File: src/rtl/speed_pause_if.sv
// Button inputs and speed-select outputs of the speed/pause controller.
// The master side drives raw buttons; the slave side is the controller.
interface speed_pause_if;
    logic       btn_up;
    logic       btn_down;
    logic       btn_pause;
    logic [1:0] sel;
    logic       en;
    logic [1:0] speed;
    logic       paused;
    logic       busy;

    modport master (
        output btn_up, btn_down, btn_pause,
        input  sel, en, speed, paused, busy
    );

    modport slave (
        input  btn_up, btn_down, btn_pause,
        output sel, en, speed, paused, busy
    );
endinterface

File: src/rtl/speed_pause_ctrl.sv
// Debounced up/down/pause buttons steering a 4:1 clock-enable mux select,
// with an en-low gap around every select change so the mux never glitches.
//
//   state   | meaning
//   --------+----------------------------------------------------
//   RUN     | mux enabled, sel == speed, accepting up/down/pause
//   GAP     | mux disabled for GAP_CYCLES before the new sel
//   APPLY   | new sel/speed committed, mux still disabled
//   PAUSED  | mux disabled, up/down change sel/speed directly
module speed_pause_ctrl #(
    parameter int DEB_CYCLES = 50000,
    parameter int GAP_CYCLES = 4
) (
    input  logic         clk,
    input  logic         rst_n,
    speed_pause_if.slave bus
);
    localparam int DW = $clog2(DEB_CYCLES + 1);
    localparam int GW = $clog2(GAP_CYCLES + 1);

    typedef enum logic [1:0] {S_RUN, S_GAP, S_APPLY, S_PAUSED} state_t;

    logic [2:0] w_raw;
    logic [2:0] w_ev;

    assign w_raw = {bus.btn_pause, bus.btn_down, bus.btn_up};

    // Synchronizers reset to 1 so a button held through reset is seen as
    // pressed and must be released (arming it) before it can raise an event.
    for (genvar g = 0; g < 3; g++) begin : g_btn
        logic          r_s1;
        logic          r_s2;
        logic          r_deb;
        logic          r_deb_d;
        logic          r_arm;
        logic [DW-1:0] r_cnt;

        always_ff @(posedge clk or negedge rst_n) begin
            if (!rst_n) begin
                r_s1    <= 1'b1;
                r_s2    <= 1'b1;
                r_deb   <= 1'b0;
                r_deb_d <= 1'b0;
                r_arm   <= 1'b0;
                r_cnt   <= '0;
            end else begin
                r_s1    <= w_raw[g];
                r_s2    <= r_s1;
                r_deb_d <= r_deb;
                if (!r_s2 && !r_deb)
                    r_arm <= 1'b1;
                if (r_s2 != r_deb) begin
                    if (r_cnt == DW'(DEB_CYCLES - 1)) begin
                        r_deb <= r_s2;
                        r_cnt <= '0;
                    end else begin
                        r_cnt <= r_cnt + DW'(1);
                    end
                end else begin
                    r_cnt <= '0;
                end
            end
        end

        assign w_ev[g] = r_deb & ~r_deb_d & r_arm;
    end

    state_t        r_state, w_state_nxt;
    logic [1:0]    r_speed, w_speed_nxt;
    logic [1:0]    r_sel, w_sel_nxt;
    logic [1:0]    r_target, w_target_nxt;
    logic [GW-1:0] r_gap_cnt, w_gap_nxt;
    logic          r_en, r_paused, r_busy;
    logic          w_up, w_down, w_pause, w_step;
    logic [1:0]    w_adj;

    // Up and down together cancel; pause priority comes from the case order.
    assign w_up    = w_ev[0] & ~w_ev[1];
    assign w_down  = w_ev[1] & ~w_ev[0];
    assign w_pause = w_ev[2];
    assign w_step  = (w_up && r_speed != 2'd3) || (w_down && r_speed != 2'd0);
    assign w_adj   = w_up ? r_speed + 2'd1 : r_speed - 2'd1;

    always_comb begin
        w_state_nxt  = r_state;
        w_speed_nxt  = r_speed;
        w_sel_nxt    = r_sel;
        w_target_nxt = r_target;
        w_gap_nxt    = r_gap_cnt;
        case (r_state)
            S_RUN: begin
                if (w_pause) begin
                    w_state_nxt = S_PAUSED;
                end else if (w_step) begin
                    w_target_nxt = w_adj;
                    w_gap_nxt    = GW'(GAP_CYCLES - 1);
                    w_state_nxt  = S_GAP;
                end
            end
            S_GAP: begin
                if (w_pause) begin
                    w_speed_nxt = r_target;
                    w_sel_nxt   = r_target;
                    w_state_nxt = S_PAUSED;
                end else if (r_gap_cnt == '0) begin
                    w_speed_nxt = r_target;
                    w_sel_nxt   = r_target;
                    w_state_nxt = S_APPLY;
                end else begin
                    w_gap_nxt = r_gap_cnt - GW'(1);
                end
            end
            S_APPLY: begin
                if (w_pause) begin
                    w_speed_nxt = r_target;
                    w_sel_nxt   = r_target;
                    w_state_nxt = S_PAUSED;
                end else begin
                    w_state_nxt = S_RUN;
                end
            end
            S_PAUSED: begin
                if (w_pause) begin
                    w_state_nxt = S_RUN;
                end else if (w_step) begin
                    w_speed_nxt = w_adj;
                    w_sel_nxt   = w_adj;
                end
            end
            default: w_state_nxt = S_RUN;
        endcase
    end

    always_ff @(posedge clk or negedge rst_n) begin
        if (!rst_n) begin
            r_state   <= S_RUN;
            r_speed   <= 2'd0;
            r_sel     <= 2'd0;
            r_target  <= 2'd0;
            r_gap_cnt <= '0;
            r_en      <= 1'b0;
            r_paused  <= 1'b0;
            r_busy    <= 1'b0;
        end else begin
            r_state   <= w_state_nxt;
            r_speed   <= w_speed_nxt;
            r_sel     <= w_sel_nxt;
            r_target  <= w_target_nxt;
            r_gap_cnt <= w_gap_nxt;
            r_en      <= (w_state_nxt == S_RUN);
            r_paused  <= (w_state_nxt == S_PAUSED);
            r_busy    <= (w_state_nxt == S_GAP) || (w_state_nxt == S_APPLY);
        end
    end

    assign bus.sel    = r_sel;
    assign bus.en     = r_en;
    assign bus.speed  = r_speed;
    assign bus.paused = r_paused;
    assign bus.busy   = r_busy;
endmodule

File: src/flat_wrapper.sv
// flat-port wrapper written by rule: the top's interface ports become plain ports
module speed_pause_ctrl_flat 
#(
    parameter int DEB_CYCLES = 50000,
    parameter int GAP_CYCLES = 4
)
  (clk, rst_n, bus_btn_up, bus_btn_down, bus_btn_pause, bus_sel, bus_en, bus_speed, bus_paused, bus_busy);
  speed_pause_if bus_i ();
  input  logic clk;
  input  logic rst_n;
  input wire logic [$bits(bus_i.btn_up)-1:0] bus_btn_up;
  input wire logic [$bits(bus_i.btn_down)-1:0] bus_btn_down;
  input wire logic [$bits(bus_i.btn_pause)-1:0] bus_btn_pause;
  output wire logic [$bits(bus_i.sel)-1:0] bus_sel;
  output wire logic [$bits(bus_i.en)-1:0] bus_en;
  output wire logic [$bits(bus_i.speed)-1:0] bus_speed;
  output wire logic [$bits(bus_i.paused)-1:0] bus_paused;
  output wire logic [$bits(bus_i.busy)-1:0] bus_busy;
  assign bus_i.btn_up = bus_btn_up;
  assign bus_i.btn_down = bus_btn_down;
  assign bus_i.btn_pause = bus_btn_pause;
  assign bus_sel = bus_i.sel;
  assign bus_en = bus_i.en;
  assign bus_speed = bus_i.speed;
  assign bus_paused = bus_i.paused;
  assign bus_busy = bus_i.busy;
  speed_pause_ctrl #(.DEB_CYCLES(DEB_CYCLES), .GAP_CYCLES(GAP_CYCLES)) u_core (.clk(clk), .rst_n(rst_n), .bus(bus_i));
endmodule
File: config.mk
export PLATFORM = sky130hd
export DESIGN_NAME = speed_pause_ctrl_flat
export DESIGN_NICKNAME = d
export VERILOG_FILES = /design/src/rtl/speed_pause_if.sv /design/src/rtl/speed_pause_ctrl.sv /design/src/flat_wrapper.sv
export SDC_FILE = /design/constraint.sdc
export NUM_CORES = 1
export LEC_CHECK = 0
export CAP_MARGIN = 25
export CORE_MARGIN = 2
export CORE_UTILIZATION = 40
export CTS_BUF_LIST = sky130_fd_sc_hd__clkbuf_8
export DETAILED_ROUTE_END_ITERATION = 8
export PLACE_DENSITY = 0.67
export SETUP_SLACK_MARGIN = 0.05
export SYNTH_ARGS = -nofsm -noshare
export SYNTH_HDL_FRONTEND = slang
export SYNTH_SLANG_ARGS = --single-unit
File: constraint.sdc
create_clock -name clk -period 5.35 [get_ports clk]
set_clock_uncertainty 0.15 [all_clocks]
set_input_delay 0.535 -clock clk [delete_from_list [all_inputs] [get_ports clk]]
set_output_delay 0.535 -clock clk [all_outputs]
set_load 0.01 [all_outputs]
==> flow_summary.ini <==
[floorplanning]
rows = 34
die_w_microns = 98.9
die_area_sq_um = 9770
pin_count = 12
fp.dieH_microns = 98.9
core-area_sq_um = 8720
start_util_pct = 41.3

[clock_tree]
htreeDepth = 3
cts_resized = 0
clock-sinks = 75
clk_pin_slew_worst_paths_ns = 0.08
hold_buffers = 0
cts_tree = yes
cts.path.max_buffers = 2
post_cts_buffers = 0
root_buffer = clkbuf_8
numCtsBuffers = 9
clkLatencyLatePin_ns = 0.34

[yosys]
yosys.area_share.xor_xnor_pct = 10.5
synth_top_family_by_area = simple AND/OR/NAND/NOR gates
synth-edff-count = 0
yosysWarnings = 0
syn-mean-instance-area_sq_um = 10.0
synth_seq_cells = 75
syn-num-nets = 372
yosys.area_share.simple_pct = 23.6
ys_top_cells_by_area = dfrtp_1 (48%), nor2_1 (6.3%), xnor2_1 (5.4%), xor2_1 (5.1%), dfstp_2 (4.4%)
synth_compound_area_share_pct = 6.85
synth_area_sq_um = 3600
synth_cell_types = 49
muxShareOfSynthArea_pct = 0.591
yosysSeqAreaShare_pct = 52.3
async_reset_ff_share_pct = 100
synth_top_area_cell = dfrtp_1
yosysTopAreaCellShare_pct = 48.0
synth_fa_ha_area_share_pct = 2.78
syn_inst = 359
synth_top_flop_cell = dfrtp_1

[sta]
relSlewSlack_pct = 39.2
final-max-slew-violation-count = 0
worstMarginPinSlew_ns = 0.913
tns_ns = 0
rsz0062_at_grt = false
setup_violations = 0
hold_violations = 0
layout_min_cycle_time_ns = 2.15
clock.fmax_mhz = 466
fin_crit_sh_pct = 40.1

[power]
internal_power_w = 0.000747
power.share.clock_pct = 37.4
p_switching_w = 0.000233
p_leak_nw = 1.67
swShare_pct = 23.8
max-vdd-ir-drop_mv = 0.0874
seq_power_share_pct = 59.4
power-per-cell-area_nw_per_um2 = 249
p_comb_share_pct = 3.2

[global_routing]
antenna_found_initial = 0
grt_usage_pct = 13.6
grt_start_max_net_pins = 76
grt_pass1_wl_microns = 10900
overflow = 0
grt_pass1_vias = 2469

[setup_path]
r2r-end = u_core.g_btn[0].r_cnt[5]$_DFF_PN0_
rrSetupSlack_ns = 3.36
crit-reg2reg-launch = u_core.g_btn[0].r_cnt[0]$_DFF_PN0_
crit_type = flop to output port
worst-path-max-fanout = 10
start_kind = flop
cp-startpoint = u_core.bus.speed[1]$_DFFE_PN0P_
cp_top_family = buffers and inverters
reg2reg_depth = 6
path_buf_inv = 1
required_ns = 4.66
critPathCaptureType = output port
critPathMaxStageDelay_ns = 0.60
crit_arrival_ns = 1.46
cp_slowest_cell = clkdlybuf4s50_1
path_cells = clkdlybuf4s50_1

[finish]
drive_gt1_share_pct = 9.84
diodes = 0
fin_util_pct = 45.2
nNetsFinal = 385
area_growth_pct = 9.59
nFillCells = 808
stdcell_area_sq_um = 3950

[placement]
dp_hpwl_microns = 4120
port_buffers = 11
place_area_sq_um = 3790
gp_congestion = 0.823

[detailed_routing]
via_per_inst = 5.19
first_pass_iters = 4
wire_per_inst_microns = 12.8
num_vias = 2511
dr.first_iter.drc_count = 92
ant_nets = 0
finalWirelength_microns = 6190
route.detailed.drc = 0

[min_path]
hold_path.class = input pin to asynchronous set/reset pin

[outcome]
status = finished, final reports clean

[job]
maxCapViolCount = 0
[final cells by class]
class / count / area (sq um) / area share [%]
multi-input combinational: 258 / 1600 / 40.4
clock inverter: 6 / 35.0 / 0.888
sequential: 75 / 1880 / 47.8
timing repair buffer: 11 / 108 / 2.73
tap: 108 / 135 / 3.43
clock buffer: 9 / 124 / 3.14
inverter: 17 / 63.8 / 1.62
[worst max path at each step]
stage,end,slack [ns],depth (start not counted)
detailed placement,u_core.g_btn[0].r_cnt[5]$_DFF_PN0_,3.40,6
finish,bus_sel[1],3.20,1
floorplan,u_core.bus.speed[0]$_DFFE_PN0P_,3.65,7
CTS,bus_sel[1],3.18,1
global placement,u_core.bus.speed[0]$_DFFE_PN0P_,3.50,7
global route,bus_sel[1],3.12,1
[power by group through the flow]
stage | Clock, W | Sequential, W | Combinational [W]
floorplan | 0 | 0.000592 | 0.0000153
global placement | 0 | 0.000593 | 0.0000314
detailed placement | 0 | 0.000593 | 0.0000324
CTS | 0.000384 | 0.000582 | 0.0000329
global route | 0.000407 | 0.000584 | 0.0000365
finish | 0.000367 | 0.000582 | 0.0000315
[layer usage]
layer | vias up | part of all wire [%] | track usage [%]
li1 | 1245 | - | -
met1 | 1220 | 49 | 17.3
met2 | 36 | 47 | 22.1
met3 | 10 | 3.3 | 4.47
met4 | 0 | 1.4 | 4.43
met5 | - | 0 | 0
[logic make-up (layout without fill, tap and decap cells)]
group,after synthesis,count (layout)
adders and majority gates,8,8
and+or+nand+nor,170,170
buffers and inverters,26,43
muxes,2,2
DFF,75,75
xor gates and xnor gates,43,43
AOI/OAI and AO/OA,35,35
[state kept, by name, indices dropped and copies added, names as in the netlist]
register / cells
u_core.bus.busy: 1
u_core.bus.en: 1
u_core.bus.paused: 1
u_core.bus.speed: 2
u_core.g_btn.r_arm: 3
u_core.g_btn.r_cnt: 48
u_core.g_btn.r_deb: 3
u_core.g_btn.r_deb_d: 3
u_core.g_btn.r_s1: 3
u_core.g_btn.r_s2: 3
u_core.r_gap_cnt: 3
u_core.r_state: 2
u_core.r_target: 2
[cells in the mapped netlist (all sizes together) (8+ instances only)]
library cell and number:
inv 17, nand2 29, nor3 12, xor2 21, o21ai 9, dfrtp 69
and3 10, nand4 8, ha 8, nor2 62, nand3 27, xnor2 22
[cells in the final DEF (no fill, tap or decap), drive strengths merged, types with 10 or more instances in the layout]
master / netlist / layout
nor2: 62 / 62
inv: 17 / 18
clkdlybuf4s50: 0 / 10
nor3: 12 / 12
nand2: 29 / 29
xor2: 21 / 21
nand3: 27 / 27
xnor2: 22 / 22
and3: 10 / 10
dfrtp: 69 / 69
[through the flow]
step	instances	hold WS [ns]	setup slack, ns	power [W]
2_1_floorplan	359	0.0894	3.65	0.000607
3_3_place_gp	469	0.197	3.50	0.000624
3_5_place_dp	469	0.199	3.40	0.000626
4_1_cts	484	0.206	3.18	0.000999
5_1_grt	484	0.204	3.12	0.00103
6_report	484	0.163	3.20	0.000981
Note: power is estimated with default switching activity, not from simulation.
